**config.mk**
```make
export PLATFORM = sky130hd
export DESIGN_NAME = key_debounce_bank
export DESIGN_NICKNAME = d
export VERILOG_FILES = /design/src/rtl/bk_input_pkg.sv /design/src/rtl/key_debounce_chan.sv /design/src/rtl/key_debounce_bank.sv
export SDC_FILE = /design/constraint.sdc
export NUM_CORES = 1
export LEC_CHECK = 0
export BUFFER_PORTS_ARGS = -buffer_cell sky130_fd_sc_hd__buf_2
export CAP_MARGIN = 5
export CORE_ASPECT_RATIO = 0.75
export CORE_MARGIN = 2
export CORE_UTILIZATION = 60
export CTS_CLUSTER_DIAMETER = 50
export DETAILED_ROUTE_END_ITERATION = 12
export PLACE_DENSITY = 0.85
export SYNTH_ARGS = -nofsm -noshare
export SYNTH_HDL_FRONTEND = slang
export SYNTH_SLANG_ARGS = --single-unit
```
**constraint.sdc**
```tcl
create_clock -name clk25 -period 2.8 [get_ports clk25]
set_input_delay 0.42 -clock clk25 [delete_from_list [all_inputs] [get_ports clk25]]
set_output_delay 0.42 -clock clk25 [all_outputs]
set_load 0.05 [all_outputs]
```
**src/rtl/bk_input_pkg.sv**
```systemverilog
`timescale 1ns/1ps
`default_nettype none
// +----------------------------------------------------------------------+
// | bk_input_pkg : key-debounce state encoding and parameter limits        |
// | Rev 1.0                                                                |
// +----------------------------------------------------------------------+
package bk_input_pkg;

  typedef enum logic [1:0] {
    ST_IDLE         = 2'd0,
    ST_PRESS_WAIT   = 2'd1,
    ST_PRESSED      = 2'd2,
    ST_RELEASE_WAIT = 2'd3
  } key_state_e;

  localparam int c_nchan_min      = 1;
  localparam int c_nchan_max      = 16;
  localparam int c_deb_cycles_min = 2;
  localparam int c_deb_cycles_max = (1 << 20) - 1;

endpackage : bk_input_pkg
`default_nettype wire

```
**src/rtl/key_debounce_chan.sv**
```systemverilog
`timescale 1ns/1ps
`default_nettype none
// +----------------------------------------------------------------------+
// | key_debounce_chan : one key channel - synchronizer, debounce FSM,      |
// | press/release pulses, toggle and long-press detection. Rev 1.0         |
// +----------------------------------------------------------------------+
module key_debounce_chan
  import bk_input_pkg::*;
#(
  parameter int   DEB_CYCLES  = 65535,
  parameter int   HOLD_CYCLES = 12500000,
  parameter logic TOGGLE_INIT = 1'b0
) (
  input  logic clk,
  input  logic rst_n,
  input  logic i_key_n,
  output logic o_level,
  output logic o_press,
  output logic o_release,
  output logic o_toggle,
  output logic o_hold,
  output logic o_held
);

  localparam int                c_deb_w    = $clog2(DEB_CYCLES);
  localparam int                c_hold_w   = $clog2(HOLD_CYCLES + 1);
  localparam logic [c_deb_w-1:0]  c_deb_one  = c_deb_w'(1);
  localparam logic [c_deb_w-1:0]  c_deb_last = c_deb_w'(DEB_CYCLES - 1);
  localparam logic [c_hold_w-1:0] c_hold_max = c_hold_w'(HOLD_CYCLES);
  localparam logic [c_hold_w-1:0] c_hold_pre = c_hold_w'(HOLD_CYCLES - 1);

  // Synchronizer carries the pressed polarity so its reset value means "released".
  logic [1:0]          r_sync;
  key_state_e          r_state;
  key_state_e          w_state_nxt;
  logic [c_deb_w-1:0]  r_deb_cnt;
  logic [c_deb_w-1:0]  w_deb_cnt_nxt;
  logic [c_hold_w-1:0] r_hold_cnt;
  logic                r_press;
  logic                r_release;
  logic                r_toggle;
  logic                r_hold;
  logic                r_held;
  logic                w_s;
  logic                w_level;
  logic                w_enter_press;
  logic                w_enter_idle;
  logic                w_hold_hit;

  assign w_s     = r_sync[1];
  assign w_level = (r_state == ST_PRESSED) || (r_state == ST_RELEASE_WAIT);

  always_comb begin
    w_state_nxt   = r_state;
    w_deb_cnt_nxt = r_deb_cnt;
    case (r_state)
      ST_IDLE: begin
        if (w_s) begin
          w_state_nxt   = ST_PRESS_WAIT;
          w_deb_cnt_nxt = c_deb_one;
        end
      end
      ST_PRESS_WAIT: begin
        if (!w_s)                        w_state_nxt   = ST_IDLE;
        else if (r_deb_cnt == c_deb_last) w_state_nxt   = ST_PRESSED;
        else                             w_deb_cnt_nxt = r_deb_cnt + 1'b1;
      end
      ST_PRESSED: begin
        if (!w_s) begin
          w_state_nxt   = ST_RELEASE_WAIT;
          w_deb_cnt_nxt = c_deb_one;
        end
      end
      ST_RELEASE_WAIT: begin
        if (w_s)                         w_state_nxt   = ST_PRESSED;
        else if (r_deb_cnt == c_deb_last) w_state_nxt   = ST_IDLE;
        else                             w_deb_cnt_nxt = r_deb_cnt + 1'b1;
      end
      default: w_state_nxt = ST_IDLE;
    endcase
  end

  assign w_enter_press = (r_state == ST_PRESS_WAIT) && (w_state_nxt == ST_PRESSED);
  assign w_enter_idle  = (r_state == ST_RELEASE_WAIT) && (w_state_nxt == ST_IDLE);
  // Release wins over a hold landing on the same edge, so held never outlives level.
  assign w_hold_hit    = w_level && !w_enter_idle && (r_hold_cnt == c_hold_pre);

  always_ff @(posedge clk or negedge rst_n) begin
    if (!rst_n) begin
      r_sync     <= 2'b00;
      r_state    <= ST_IDLE;
      r_deb_cnt  <= '0;
      r_hold_cnt <= '0;
      r_press    <= 1'b0;
      r_release  <= 1'b0;
      r_toggle   <= TOGGLE_INIT;
      r_hold     <= 1'b0;
      r_held     <= 1'b0;
    end else begin
      r_sync    <= {r_sync[0], ~i_key_n};
      r_state   <= w_state_nxt;
      r_deb_cnt <= w_deb_cnt_nxt;
      r_press   <= w_enter_press;
      r_release <= w_enter_idle;
      r_hold    <= w_hold_hit;
      if (w_enter_press) r_toggle <= ~r_toggle;
      if (w_enter_press)
        r_hold_cnt <= '0;
      else if (w_level && !w_enter_idle && (r_hold_cnt != c_hold_max))
        r_hold_cnt <= r_hold_cnt + 1'b1;
      if (w_enter_idle)    r_held <= 1'b0;
      else if (w_hold_hit) r_held <= 1'b1;
    end
  end

  assign o_level   = w_level;
  assign o_press   = r_press;
  assign o_release = r_release;
  assign o_toggle  = r_toggle;
  assign o_hold    = r_hold;
  assign o_held    = r_held;

endmodule : key_debounce_chan
`default_nettype wire

```
**src/rtl/key_debounce_bank.sv**
```systemverilog
`timescale 1ns/1ps
`default_nettype none
// +----------------------------------------------------------------------+
// | key_debounce_bank : NCHAN independent debounced key channels           |
// | Rev 1.0                                                                |
// +----------------------------------------------------------------------+
module key_debounce_bank
  import bk_input_pkg::*;
#(
  parameter int               NCHAN       = 4,
  parameter int               DEB_CYCLES  = 65535,
  parameter int               HOLD_CYCLES = 12500000,
  parameter logic [NCHAN-1:0] TOGGLE_INIT = '0
) (
  input  logic             clk25,
  input  logic             reset_n,
  input  logic [NCHAN-1:0] keys_n,
  output logic [NCHAN-1:0] level_o,
  output logic [NCHAN-1:0] press_o,
  output logic [NCHAN-1:0] release_o,
  output logic [NCHAN-1:0] toggle_o,
  output logic [NCHAN-1:0] hold_o,
  output logic [NCHAN-1:0] held_o
);

  for (genvar gi = 0; gi < NCHAN; gi++) begin : g_chan
    key_debounce_chan #(
      .DEB_CYCLES  (DEB_CYCLES),
      .HOLD_CYCLES (HOLD_CYCLES),
      .TOGGLE_INIT (TOGGLE_INIT[gi])
    ) u_chan (
      .clk       (clk25),
      .rst_n     (reset_n),
      .i_key_n   (keys_n[gi]),
      .o_level   (level_o[gi]),
      .o_press   (press_o[gi]),
      .o_release (release_o[gi]),
      .o_toggle  (toggle_o[gi]),
      .o_hold    (hold_o[gi]),
      .o_held    (held_o[gi])
    );
  end : g_chan

endmodule : key_debounce_bank
`default_nettype wire

```
==> results by group <==
Run status
  – Status: finished, final reports clean

Timing
  – Period minus WS final: 2.47 ns
  – Minimum hold slack: 0.0107 ns
  – Final setup violation count: 0
  – RSZ-0062 raised after global routing: no
  – Final period utilization: 0.882
  – Max-slew headroom: 0.560
  – Slew Limit Fails: 0
  – TNS Setup: 0 ns
  – Worst Tran Pin Value: 0.643 ns
  – Layout Skew: about 0.011 ns
  – Hold Fails Final Rpt: 0
  – Fmax: 0.405 GHz

Global route
  – Total GRT Usage: 0.257
  – Initial antenna violation count: 0
  – First-pass GRT wire length: 39,500 um
  – Vias in the first global route: a little over 8,000
  – Pin count of the biggest net entering global routing: 80
  – GRT overflow: 0

Placement
  – Hpwl dp: 15,600 um
  – Port Buffers: 29
  – Placed Area: 0.0111 mm^2
  – Placer Congestion: 0.876

Detailed routing
  – Drt wl/cell: 16.5 um
  – Routed metal-1 wirelength: ~11,000 um
  – Drt via density: between 6 and 7
  – Remaining antenna violation count: 0
  – DRT Wirelength: around 23,000 um
  – Metal3 WL: 1290 um
  – Via count: 8,820
  – DR pass1 iterations: 5
  – Initial DRC count: 825
  – DRC: 0
  – Highest metal used: met4
  – Metal2 WL: 10,500 um

Cells and area
  – Layout cell share with drive strength beyond 1: 0.108
  – N_diodes: 0
  – Area grow syn2layout: 8.09%
  – Final instance area: around 0.012 mm^2
  – Nets: 1,173

Power and ir drop
  – Leak pwr: 5.04 nW
  – Pwr per Cell Area: 489 mW/mm^2
  – Max VDD drop: between 0.3 and 0.4 mV
  – Design Power: roughly 5.7 mW

Floorplan
  – Row cnt: 42
  – Die Ht: 120 um
  – Die Width: 159 um
  – Initial Util: 0.610
  – Io pins: 30
  – Core area: 0.0176 mm^2
  – Die ar.: around 0.019 mm^2

Clock tree
  – Post-cts repair resize count: 0
  – Root Buffer Master: clkbuf_16
  – H-tree Lvls: 4
  – Hold Buf Count CTS: 0
  – Clock-pin slew on the worst setup and hold paths: 0.07 ns
  – Clock Path Buffers: 2
  – Worst-Skew Late Latency: 0.43 ns
  – Num CTS Buffers: 17
  – # Post-CTS Setup Buffers: 0
  – CTS tree: built
  – Clock Sinks: a little under 200

Critical path
  – Crit-path max cell delay: 0.63 ns
  – Crit Path Class: reg2reg
  – Crit. End Element: flop
  – CP required: 3.17 ns
  – Crit-path max FO: 13
  – CP Cell Sequence: inv_1 -> ha_1 -> nand4_1 -> or4_1 -> o21ai_2 -> and3_1 -> a311o_1
  – Critical path arrival: 2.84 ns
  – Setup crit start kind: flop
  – CP max stage cell: or4_1

Yosys
  – Mapped cell area: 0.0107 mm^2
  – Yosys Warn Count: 0
  – Netlist cell types: 66
  – Syn_nets: between 1,000 and 1,500
  – Post-synth EDFFs: 0
  – Cells after Synth: around 1,100
  – #FFs+latches synth: 196
  – Sequential fraction of the synthesis area: 0.456
  – Mean Syn Cell Area: 9.38 um^2
  – Async SR Flop Fraction: 1.00
  – Main synth FF type: dfrtp_1

Min path
  – Hold crit path type: in2async

Run
  – Max cap viols: 0
==> report_power, final <==
part / leakage (nW) / internal [mW] / switching, mW / total, mW
clock network: 0.244 / 1.18 / 1.12 / 2.30
logic: 2.10 / 0.132 / 0.195 / 0.327
registers: 2.69 / 2.91 / 0.141 / 3.05
==> cell families (layout without fill, tap and decap cells) <==
| group | after synthesis | in the layout | synth area share |
|---|---|---|---|
| adders and majority gates | 16 | 16 | 0.0186 |
| buffers and inverters | 122 | 140 | 0.0550 |
| AOI/OAI and AO/OA | 232 | 232 | 0.150 |
| DFF | 196 | 196 | 0.456 |
| xor gates and xnor gates | 49 | 49 | 0.0399 |
| muxes | 24 | 24 | 0.0232 |
| and+or+nand+nor | 507 | 507 | 0.257 |
==> worst paths after layout <==
kind	startpoint	to	slack (ns)	cells after the start
setup / recovery	g_chan[3].u_chan.r_deb_cnt[0]$_DFFE_PN0P_	g_chan[3].u_chan.r_hold_cnt[1]$_DFFE_PN0P_	0.33	7
hold / removal	reset_n	g_chan[2].u_chan.r_hold_cnt[9]$_DFFE_PN0P_	0.01	1
setup reg to reg	g_chan[3].u_chan.r_deb_cnt[0]$_DFFE_PN0P_	g_chan[3].u_chan.r_hold_cnt[1]$_DFFE_PN0P_	0.33	7
hold reg to reg	g_chan[3].u_chan.r_sync[0]$_DFF_PN0_	g_chan[3].u_chan.r_sync[1]$_DFF_PN0_	0.35	0
max in group asynchronous	reset_n	g_chan[3].u_chan.r_deb_cnt[4]$_DFFE_PN0P_	2.01	2
min in group clk25	keys_n[3]	g_chan[3].u_chan.r_sync[0]$_DFF_PN0_	0.12	2
==> final cells by class <==
type | instances | area [um^2]
timing repair buffer | 64 | 429
inverter | 44 | 165
sequential | 196 | 4900
tap | 242 | 303
clock buffer | 20 | 447
clock inverter | 12 | 98.8
fill | 1363 | 5990
multi-input combinational | 828 | 5270
==> cells in the final DEF (no fill, tap or decap), types with 34 or more instances in the layout <==
cell type  Yosys  routed
inv_1         42      42
dfrtp_1      196     196
nor3_1        47      47
a21oi_1       43      43
nand2_1      103     103
buf_4         30      34
nor2_1        77      77
nand4_1       34      34
nand3_1       75      75
o21ai_0       61      61
==> metrics by stage <==
stage,util,setup slack [ns],cells
floorplan,-,0.761,1146
CTS,0.660,0.376,1406
global route,0.660,0.140,1406
global placement,0.629,0.517,1374
finish,0.660,0.332,1406
detailed placement,0.629,0.413,1374
==> cells in the mapped netlist, types with 4 or more instances <==
cell type,count,area (um^2)
or3_1,30,188
o2111ai_1,15,131
nor3_1,47,235
nand2b_1,8,50.1
o21ai_0,61,305
ha_1,16,200
and2_1,13,81.3
a211o_1,8,70.1
dfrtp_1,196,4900
nand3_1,75,375
xnor2_1,21,184
nor4b_1,10,87.6
or4_1,16,120
nand4b_1,4,35.0
and3_1,30,188
mux2i_1,17,170
xor2_1,28,245
a21o_1,8,60.1
a22o_1,19,166
o211ai_1,25,188
clkbuf_1,31,116
a21oi_1,43,215
nor2_1,77,289
nand4_1,34,213
buf_2,16,80.1
a2111oi_0,8,70.1
nand3b_1,6,45.0
o31ai_1,11,82.6
inv_1,42,158
and4_1,15,131
buf_4,30,225
mux2_2,7,78.8
nor4_1,15,93.8
nand2_1,103,387
nor3b_1,8,60.1
o221ai_1,6,52.6
==> state kept, by name, summed over array words and instances (netlist names) <==
register,flops
g_chan.u_chan.o_held,4
g_chan.u_chan.o_hold,4
g_chan.u_chan.o_press,4
g_chan.u_chan.o_release,4
g_chan.u_chan.o_toggle,4
g_chan.u_chan.r_deb_cnt,64
g_chan.u_chan.r_hold_cnt,96
g_chan.u_chan.r_state,8
g_chan.u_chan.r_sync,8
==> critical path, delay by kind of cell (launching register included) <==
family	cells	cell delay [ns]
compound gates	2	0.63
fa+ha+maj	1	0.16
buf+inv	1	0.11
flops	1	0.41
simple gates	3	1.09
==> layer usage <==
layer	vias to the layer above	GRT usage
met5	-	0
met4	0	0.0681
met3	24	0.0506
met2	275	0.381
met1	4289	0.387
li1	4232	-
(Power assumes the default switching activity.)
